**src/rtl/fsm_updown_counter_param.sv**
```systemverilog
// Parametrised Moore up/down counter with wrap/saturate boundary mode, synchronous
// load, terminal-count flags, a boundary-event pulse and a registered direction state.
module fsm_updown_counter_param #(
  parameter int WIDTH  = 4,
  parameter int MODULO = 16,
  parameter int STEP   = 1
) (
  input  logic             Clk,
  input  logic             Rst,
  input  logic             En,
  input  logic [1:0]       X,
  input  logic             Sat,
  input  logic             Load,
  input  logic [WIDTH-1:0] D,
  output logic [WIDTH-1:0] Cuenta,
  output logic [1:0]       Dir,
  output logic             Max,
  output logic             Min,
  output logic             Wrap
);

  localparam logic [1:0] HOLD = 2'b00;
  localparam logic [1:0] UP   = 2'b01;
  localparam logic [1:0] DOWN = 2'b10;

  localparam logic [WIDTH:0]   MAX_W  = (WIDTH+1)'(MODULO - 1);
  localparam logic [WIDTH:0]   STEP_W = (WIDTH+1)'(STEP);
  localparam logic [WIDTH-1:0] MAX_C  = WIDTH'(MODULO - 1);
  localparam logic [WIDTH-1:0] STEP_C = WIDTH'(STEP);
  // Truncates to 0 when MODULO == 2^WIDTH, which is still correct modulo 2^WIDTH.
  localparam logic [WIDTH-1:0] MOD_C  = WIDTH'(MODULO);

  logic [WIDTH-1:0] cuenta_q, cuenta_d;
  logic [1:0]       dir_q, dir_d;
  logic             wrap_q, wrap_d;

  logic [WIDTH:0]   c_ext;
  logic [WIDTH:0]   d_ext;
  logic [WIDTH:0]   sum_up;

  always_comb begin
    c_ext    = {1'b0, cuenta_q};
    d_ext    = {1'b0, D};
    sum_up   = c_ext + STEP_W;
    cuenta_d = cuenta_q;
    dir_d    = dir_q;
    wrap_d   = 1'b0;
    if (Load) begin
      cuenta_d = (d_ext <= MAX_W) ? D : MAX_C;
      dir_d    = HOLD;
    end else if (En) begin
      case (X)
        UP: begin
          dir_d = UP;
          if (sum_up <= MAX_W) begin
            cuenta_d = sum_up[WIDTH-1:0];
          end else if (!Sat) begin
            cuenta_d = cuenta_q + STEP_C - MOD_C;
            wrap_d   = 1'b1;
          end else begin
            cuenta_d = MAX_C;
            wrap_d   = (cuenta_q != MAX_C);
          end
        end
        DOWN: begin
          dir_d = DOWN;
          if (c_ext >= STEP_W) begin
            cuenta_d = cuenta_q - STEP_C;
          end else if (!Sat) begin
            cuenta_d = cuenta_q + MOD_C - STEP_C;
            wrap_d   = 1'b1;
          end else begin
            cuenta_d = '0;
            wrap_d   = (cuenta_q != '0);
          end
        end
        default: dir_d = HOLD;
      endcase
    end
  end

  always_ff @(posedge Clk or negedge Rst) begin
    if (!Rst) begin
      cuenta_q <= '0;
      dir_q    <= HOLD;
      wrap_q   <= 1'b0;
    end else begin
      cuenta_q <= cuenta_d;
      dir_q    <= dir_d;
      wrap_q   <= wrap_d;
    end
  end

  assign Cuenta = cuenta_q;
  assign Dir    = dir_q;
  assign Wrap   = wrap_q;
  assign Max    = (cuenta_q == MAX_C);
  assign Min    = (cuenta_q == '0);

endmodule

```
**config.mk**
```make
export PLATFORM = sky130hd
export DESIGN_NAME = fsm_updown_counter_param
export DESIGN_NICKNAME = d
export VERILOG_FILES = /design/src/rtl/fsm_updown_counter_param.sv
export SDC_FILE = /design/constraint.sdc
export NUM_CORES = 1
export LEC_CHECK = 0
export ABC_AREA = 1
export BUFFER_PORTS_ARGS = -buffer_cell sky130_fd_sc_hd__buf_4
export CAP_MARGIN = 20
export CORE_MARGIN = 4
export CORE_UTILIZATION = 30
export CTS_CLUSTER_DIAMETER = 40
export CTS_CLUSTER_SIZE = 10
export DETAILED_ROUTE_END_ITERATION = 8
export GPL_ROUTABILITY_DRIVEN = 0
export PLACE_DENSITY = 0.49
export SLEW_MARGIN = 20
export SYNTH_ARGS = -nofsm -noshare
export SYNTH_HDL_FRONTEND = slang
export SYNTH_SLANG_ARGS = --single-unit
```
**constraint.sdc**
```tcl
create_clock -name Clk -period 1.9 [get_ports Clk]
set_input_delay 0.095 -clock Clk [delete_from_list [all_inputs] [get_ports Clk]]
set_output_delay 0.095 -clock Clk [all_outputs]
set_load 0.005 [all_outputs]
```
Word level (Yosys, flattened, before mapping)
Index checks and enable logic that the tools add are counted.
Word-level totals
  flip-flop bits (word level): 7
  bits of input ports: 11
  output and inout port bits: 9
  logic and storage cells: 34
Cells by class
  add/sub/neg operators: 3
  order comparisons: 2
  equal/unequal tests: 4
  muxes and demuxes: 17
  reduce and logical (&&, ||, !) cells: 5
Operators with widths (count)
  2-to-1 mux 4 bit: 6
  case mux 4 bit (2 select lines): 1
  2-to-1 mux 1 bit: 6
  adder 4 x 1 -> 5 bit, second input constant: 1
  <= comparator 5 x 4 -> 1 bit, second input constant: 1
  adder 4 x 1 -> 4 bit, second input constant: 1
  equality test 4 bit, second input constant: 1
  >= comparator 4 x 1 -> 1 bit, second input constant: 1
  zero test 4 bit: 1
  2-to-1 mux 2 bit: 2
  inequality test 4 bit, second input constant: 1
  case mux 2 bit (2 select lines): 1
  nonzero test 4 bit: 1
  subtractor 4 x 1 -> 4 bit, second input constant: 1
  nonzero test 3 bit: 1
  equality test 2 x 1 -> 1 bit, second input constant: 1
  equality test 2 bit, second input constant: 1
  case mux 1 bit (2 select lines): 1
  AND reduction 2 bit: 1
  nonzero test 2 bit: 1

Depth between registers and ports, before layout
Gate-level depths: netlist of run 1.
  depth in word-level cells: 6
  depth in mapped cells: 11

Least setup slack after synthesis of run 1
OpenSTA, ideal clock, no wires.
  path type: flip-flop to flip-flop
  start point: reg cuenta_q[0], in the netlist Cuenta[0]
  end point: reg cuenta_q[0], in the netlist Cuenta[0]
  setup time: 0.117 ns
  data arrival time: 1.271 ns
  data required time: 1.783 ns
  path slack: 0.512 ns
  stages on the path, launching flop included: 11
  period minus slack after synthesis: 1.388 ns
  cell sequence: dfrtp_1 -> inv_1 -> ha_1 -> nand2_1 -> nor2_1 -> nand2_1 -> nand2_2 -> nand3_1 -> nand2_1 -> nand2_1 -> nand2_1
On the way
  longest elaborated chain between the ends: 6
  elaborated cells on any way between the ends: 12
  classes of those cells: 3 x add/sub; 2 x order compare; 7 x mux
RTL lines
  from (decl): RTL line 33  | logic [WIDTH-1:0] cuenta_q, cuenta_d;
  from (signal assigned): RTL line 88  | cuenta_q <= cuenta_d;
  adder 4 x 1 -> 5 bit, or another cell as far along: RTL line 44  | sum_up = c_ext + STEP_W;
  <= comparator 5 x 4 -> 1 bit, or another cell as far along: RTL line 55  | if (sum_up <= MAX_W) begin
  2-to-1 mux 4 bit (on tied branches): RTL line 55, 67
  case mux 4 bit (2 select lines) *: RTL line 52  | case (X)
  2-to-1 mux 4 bit *: RTL line 51  | end else if (En) begin
  2-to-1 mux 4 bit *: RTL line 48  | if (Load) begin
Mark *: on every way between the ends. The rest lies on a longest branch, timed or not. The select of a mux whose other input is x is not followed.
A chain may end at the register's enable or synchronous reset.

Worst setup path in the final report of run 1
Ends and elaborated chain as after synthesis.

==> qor.yml, run 1 <==
pwr:
  power.share.combinational_pct: 42.9
  p_sw_uw: 248
  netSwitchingFraction_pct: 40.1
  power_per_cell_area_nw_per_um2: 708
  power.leakage_nw: 0.478
  power.ir.vdd_worst_v: 0.000327
  internal_power_consumption_uw: 372
  sequential_power_share_pct: 35.1
  clock_power_share_pct: 22.0
sta:
  tns_ps: 0
  final.min_clock_period_ps: 1570
  max_freq_mhz: 636
  fin_worst_skew_ps: 1.34
  slew_headroom_pct: 71.1
  worst_pin_slew_ps: 433
  timing.final.crit_share_pct: 82.7
  post-route-worst-setup-slack_ps: 329
  rsz_0062_raised_after_global_routing: "no"
  hold_viol_final: 0
  setup_viol: 0
  number_of_max_slew_violations_in_the_final_report: 0
floorplan:
  io-pin-count: 20
  num_rows: 16
  die_height_um: 55.4
  coreArea_sq_um: 2040
  die-width_um: 55.4
  die_area_sq_um: 3070
  initial_core_utilization_pct: 33.0
yosys:
  post-synth-top-area-fraction_pct: 26.0
  netlist_top_cells_area: "sky130_fd_sc_hd__dfrtp_1 (26%), sky130_fd_sc_hd__nand2_1 (15%), sky130_fd_sc_hd__ha_1 (13%)"
  synth.lib_cells_used.distinct: 20
  postSynthAreaPerCell_sq_um: 6.61
  synthesis.yosys.warnings: 0
  synth.ff_latch_count: 7
  synthesis.nets: 120
  synth_seq_area_share_pct: 26.0
  synthesis.instances: 102
  yosys_top_cell_by_area: "sky130_fd_sc_hd__dfrtp_1"
  syn-cell-area_sq_um: 674
global_routing:
  antenna_violations_before_repair: 0
  grt_start_max_net_pins: 11
  grt_pass1_vias: 625
  globalRouteOverflowTotal: 0
  global_route.usage.met1_pct: 14.7
  use_met3_pct: 3.50
  grt_first_pass_wirelength_um: 2830
  gr-max-usage-layer: "met2"
  grtUsageMet2_pct: 18.8
  grt_util_all_layers_pct: 11.4
detailed_routing:
  post_drt_via_cell_ratio: 4.45
  detailroute.via_count: 676
  initialDrtViolationCount: 21
  wl_per_cell_um: 11.1
  routed_wl_um: 1690
  detail_route.first_pass.iterations: 4
  route.antenna.remaining_nets: 0
  detail_route.drc_violations: 0
worst_hold_path:
  worst_hold_path_type: "input port to register"
  min_to: "Dir[0]"
  hold-path-cell-count: 3
  min_from: "En"
worst_setup_path:
  timing.reg2reg.worst_path_depth: 10
  crit_arrival_ps: 1760
  cp.buffers_inverters: 1
  path_max_fanout: 8
  crit_path_end_kind: "register"
  reg2reg_slack_ps: 330
  path_cells: "inv_1, ha_1, nand2_1, nor2_1, nand2_1, nand2_2, nand3_1, nand2_1, nand2_1, nand2_1"
  cp_top_family: "simple AND/OR/NAND/NOR gates"
  critical_path_depth_in_cells: 10
  critical_path_s_largest_stage_delay_ps: 490
  cell_occurring_most_often_along_the_worst_timing_path: "sky130_fd_sc_hd__nand2_1"
  required_ps: 2090
  critical_path_class: "register to register"
  timing.critical_path.from_type: "register"
  reg2reg_from: "Cuenta[0]"
  worst_path_max_delay_cell: "sky130_fd_sc_hd__dfrtp_1"
  worst_flop_to_flop_path_endpoint: "Cuenta[0]"
finish:
  final_nets: 144
  insertedDiodeCount: 0
  syn2layout_area_growth_pct: 29.9
  final_layout_size_suffix_gt1_share_pct: 28.0
clocking:
  worstSkewPairLatency_ps: 250
  tritoncts: "done"
  post_cts.resized_instances: 0
  tritoncts.num_buffers: 3
  ctsHtreeMaxLevel: 1
  max-clock-path-buffers: 2
  cts_num_sinks: 7
  worst_setup_hold_path_clk_slew_ps: 50
  ctsRootBufferMaster: "sky130_fd_sc_hd__clkbuf_4"
job:
  cap_violations: 0
place:
  dp_slack_ps: 346
  count_of_input_and_output_buffers: 19
  post_dp_hpwl_um: 1430
status:
  status: "complete, no violations"
==> per-layer routing <==
layer,routed length (um),up-vias
met4,0,0
met3,84,0
met2,801,24
met5,0,-
met1,807,281
li1,-,371
==> cell type report <==
type / count / area [sq um]
multi-input cells: 77 / 424
fillers: 220 / 1170
repair buffers: 20 / 153
inverters: 17 / 63.8
clock buffers: 4 / 26.3
well taps: 27 / 33.8
flip-flops and latches: 7 / 175
==> worst max-delay path by stage <==
stage | start | end
after detailed placement | Cuenta[0] | Wrap
after floorplan | Cuenta[0] | Cuenta[0]
after CTS | Cuenta[0] | Wrap
after global routing | Cuenta[0] | Wrap
final | Cuenta[0] | Cuenta[0]
after global placement | Cuenta[0] | Cuenta[0]
==> state kept, by name (all words and copies together), names as in the netlist <==
| register | count |
|---|---|
| Wrap | 1 |
| Cuenta | 4 |
| Dir | 2 |
==> worst reg2reg max path: stages (launching register included) <==
cell                      delay (ps)
sky130_fd_sc_hd__dfrtp_1         490
sky130_fd_sc_hd__inv_1           150
sky130_fd_sc_hd__ha_1            330
sky130_fd_sc_hd__nand2_1          70
sky130_fd_sc_hd__nor2_1           90
sky130_fd_sc_hd__nand2_1          70
sky130_fd_sc_hd__nand2_2          70
sky130_fd_sc_hd__nand3_1          70
sky130_fd_sc_hd__nand2_1          70
sky130_fd_sc_hd__nand2_1          50
sky130_fd_sc_hd__nand2_1          60
==> power by group through the flow <==
stage | combinational [mW] | sequential [mW] | clock [mW]
global route | 0.303 | 0.224 | 0.150
detailed placement | 0.267 | 0.221 | 0
CTS | 0.269 | 0.218 | 0.143
global placement | 0.273 | 0.219 | 0
finish | 0.266 | 0.217 | 0.137
floorplan | 0.193 | 0.200 | 0
==> timing repair <==
action	4_1_cts	5_1_grt
setup endpoints to repair	0	0
buffers inserted	0	0
endpoints found under the hold margin	7	0
hold buffers	1	0
==> cell usage after synthesis <==
library cell,n
sky130_fd_sc_hd__buf_6,1
sky130_fd_sc_hd__o21ai_1,3
sky130_fd_sc_hd__dfrtp_1,7
sky130_fd_sc_hd__xor2_1,1
sky130_fd_sc_hd__nand4_1,2
sky130_fd_sc_hd__ha_1,7
sky130_fd_sc_hd__o21ai_0,3
sky130_fd_sc_hd__a21oi_1,4
sky130_fd_sc_hd__inv_1,13
sky130_fd_sc_hd__o21ai_2,1
sky130_fd_sc_hd__nor2_2,1
sky130_fd_sc_hd__nand3_2,1
sky130_fd_sc_hd__nand3_1,11
sky130_fd_sc_hd__inv_2,4
sky130_fd_sc_hd__nand2_2,3
sky130_fd_sc_hd__nand2_1,27
sky130_fd_sc_hd__or2_2,2
sky130_fd_sc_hd__nor2_1,9
sky130_fd_sc_hd__o21a_1,1
sky130_fd_sc_hd__nor2_4,1
==> layout by cell type, fill, tap and decap left out, types with 3 or more instances in the layout <==
cell,instances
sky130_fd_sc_hd__nand2_1,27
sky130_fd_sc_hd__nand3_1,11
sky130_fd_sc_hd__o21ai_0,3
sky130_fd_sc_hd__dfrtp_1,7
sky130_fd_sc_hd__inv_2,4
sky130_fd_sc_hd__nor2_1,9
sky130_fd_sc_hd__inv_1,13
sky130_fd_sc_hd__a21oi_1,4
sky130_fd_sc_hd__clkbuf_4,3
sky130_fd_sc_hd__ha_1,7
sky130_fd_sc_hd__nand2_2,3
sky130_fd_sc_hd__buf_4,19
sky130_fd_sc_hd__o21ai_1,3
==> stage by stage <==
stage	instance area (sq um)	hold WS, ps	instances	total power, mW	utilization (%)
after floorplan	674	-201	102	0.393	-
after global placement	840	-84.2	147	0.491	41.1
after detailed placement	840	-84.4	147	0.488	41.1
after CTS	876	106	152	0.631	42.9
after global routing	876	121	152	0.677	42.9
final	876	108	152	0.620	42.9
==> cells by family after synthesis <==
logic type,Yosys count,share of synthesized area (%)
AOI/OAI and AO/OA,12,9.83
adders and majority gates,7,13.0
xor gates and xnor gates,1,1.30
and+or+nand+nor,57,38.8
buffers and inverters,18,11.1
DFF,7,26.0
(Power assumes the default switching activity.)
==> run 2, diff against run 1 <==
PLACE_DENSITY = 0.51   (was 0.49)
clock period = 1.3 ns   (was 1.9 ns; I/O delays follow)
==> run 2 against run 1 <==
Effect of this change:
- the flow now finishes with violations (setup timing)
- core utilization increased by 13 points
- routed wire length increased by 18%
- sequential share of layout area decreased by 4.5 points
- die area unchanged
- via count increased by 17%
- clock skew increased by 8.1 ps
- clock power increased by 46%
- fmax increased by 13%
- sequential power increased by 50%
- critical path type unchanged
- largest cell class unchanged
==> qor.yml, run 2 (synthesis results as in run 1) <==
sta:
  slew_headroom_pct: 74.3  # was 71.1%
  max_freq_mhz: 721  # was 636 MHz
  hold_ws_ps: 69.9  # was 108 ps
  rsz_0062_raised_after_global_routing: "yes"  # was no
  post-route-worst-setup-slack_ps: -87.9  # was 329 ps
  number_of_max_slew_violations_in_the_final_report: 0  # unchanged
  final.min_clock_period_ps: 1390  # was 1570 ps
  hold_viol_final: 0  # unchanged
  fin_worst_skew_ps: 9.39  # was 1.34 ps
  timing.final.crit_share_pct: 107  # was 82.7%
  setup_viol: 7  # was 0
  worst_pin_slew_ps: 386  # was 433 ps
  tns_ps: -417  # was 0 ps
detailed_routing:
  routed_wl_um: 2000  # was 1690 um
  detailroute.via_count: 794  # was 676
  detail_route.first_pass.iterations: 4  # unchanged
  detail_route.drc_violations: 0  # unchanged
  post_drt_via_cell_ratio: 4.59  # was 4.45
  wl_per_cell_um: 11.6  # was 11.1 um
  initialDrtViolationCount: 17  # was 21
  route.antenna.remaining_nets: 0  # unchanged
finish:
  layout.cells.most_common_list: "sky130_fd_sc_hd__buf_4 (35), sky130_fd_sc_hd__nand2_1 (26), sky130_fd_sc_hd__inv_1 (10), sky130_fd_sc_hd__nand3_1 (9), sky130_fd_sc_hd__nor2_1 (8)"  # was sky130_fd_sc_hd__nand2_1 (27), sky130_fd_sc_hd__buf_4 (19), sky130_fd_sc_hd__inv_1 (13), sky130_fd_sc_hd__nand3_1 (11), sky130_fd_sc_hd__nor2_1 (9)
  finish.cell_count_without_fillers: 173  # was 152
  insertedDiodeCount: 0  # unchanged
  core_occupancy_in_the_finished_layout_pct: 56.2  # was 42.9%
  finished_cell_area_sq_um: 1150  # was 876 sq um
  final_nets: 165  # was 144
  total_area_of_multi_input_combinational_cells_sq_um: 510  # was 424 sq um
  syn2layout_area_growth_pct: 70.1  # was 29.9%
  layout.cells.most_common: "sky130_fd_sc_hd__buf_4"  # was sky130_fd_sc_hd__nand2_1
  final_layout_size_suffix_gt1_share_pct: 48.6  # was 28.0%
  ff_latch_area_sq_um: 178  # was 175 sq um
  largest_register_ff_count: 4  # unchanged
  fillers: 197  # was 220
floorplan:
  die-width_um: 55.4  # unchanged
  initial_core_utilization_pct: 33.0  # unchanged
  num_rows: 16  # unchanged
  io-pin-count: 20  # unchanged
  die_height_um: 55.4  # unchanged
  coreArea_sq_um: 2040  # unchanged
  die_area_sq_um: 3070  # unchanged
status:
  status: "finished, violations left"  # was complete, no violations
  violations: "setup timing"
worst_setup_path:
  timing.critical_path.from_type: "register"  # unchanged
  crit_path_end_kind: "register"  # unchanged
  critical_path_class: "register to register"  # unchanged
  crit_arrival_ps: 1580  # was 1760 ps
  required_ps: 1490  # was 2090 ps
  path_max_fanout: 5  # was 8
place:
  count_of_input_and_output_buffers: 19  # unchanged
  placed_cells: 162  # was 147
  placement.cell_area_sq_um: 967  # was 840 sq um
  dp_slack_ps: -75.1  # was 346 ps
  post_dp_hpwl_um: 1600  # was 1430 um
pwr:
  total_power_mw: 1.22  # was 620 uW
  power.leakage_nw: 0.597  # was 0.478 nW
  power_per_cell_area_nw_per_um2: 1060  # was 708 nW/um^2
  power.ir.vdd_worst_v: 0.000487  # was 0.000327 V
global_routing:
  grt_util_all_layers_pct: 13.5  # was 11.4%
  grt_pass1_vias: 769  # was 625
  antenna_violations_before_repair: 0  # unchanged
  grt_start_max_net_pins: 9  # was 11
  grt_first_pass_wirelength_um: 3350  # was 2830 um
  globalRouteOverflowTotal: 0  # unchanged
clocking:
  cts_num_sinks: 7  # unchanged
  ctsHtreeMaxLevel: 1  # unchanged
  tritoncts: "done"  # unchanged
  ctsRootBufferMaster: "sky130_fd_sc_hd__clkbuf_4"  # unchanged
  worstSkewPairLatency_ps: 260  # was 250 ps
  worst_setup_hold_path_clk_slew_ps: 60  # was 50 ps
  tritoncts.num_buffers: 3  # unchanged
  max-clock-path-buffers: 2  # unchanged
job:
  cap_violations: 0  # unchanged
worst_hold_path:
  worst_hold_path_type: "input port to register"  # unchanged
run 2: critical path: stages (launching register included):
cell                      delay [ps]
sky130_fd_sc_hd__dfrtp_2         450
sky130_fd_sc_hd__inv_4            70
sky130_fd_sc_hd__ha_4            180
sky130_fd_sc_hd__buf_6           110
sky130_fd_sc_hd__xor2_2          150
sky130_fd_sc_hd__nand2_1          80
sky130_fd_sc_hd__a21oi_2         160
sky130_fd_sc_hd__nand2_1          70
sky130_fd_sc_hd__nand2_1          50
run 2: layer usage:
metal	vias to the layer above	GRT usage [%]	part of all wire, %
met1	354	15.2	43
li1	412	-	-
met4	0	4.51	1.0
met2	26	24.7	51
met5	-	0	0
met3	2	3.26	5.7
run 2: area by class of cell:
cell class / count / share of cell area [%]
Multi-Input combinational cell: 77 / 44.5
Timing Repair Buffer: 41 / 28.7
Sequential cell: 7 / 15.5
Inverter: 17 / 6.00
Tap cell: 27 / 2.94
Clock buffer: 3 / 1.96
Clock inverter: 1 / 0.436
run 2: power by group:
part           internal [mW]  switching (mW)
Sequential             0.249          0.0756
Clock                  0.113          0.0870
Combinational          0.375           0.320
Total                  0.737           0.483
run 2: worst paths after layout:
path | startpoint | endpoint | slack [ps] | cells after the start
worst min-delay path | En | Dir[0] | 70 | 3
worst min register to register | Dir[0] | Dir[0] | 540 | 2
min in group asynchronous | Rst | Wrap | 150 | 2
max in group asynchronous | Rst | Cuenta[1] | 1020 | 2
worst max register to register | Cuenta[0] | Cuenta[2] | -90 | 8
worst max-delay path | Cuenta[0] | Cuenta[2] | -90 | 8
run 2: repair_timing:
action	CTS	global route
buffers inserted	5	1
endpoints found under the hold margin	7	0
setup endpoints to repair	7	7
pin swaps	8	9
gates resized for setup	12	10
hold buffers	1	0
gates cloned	0	0
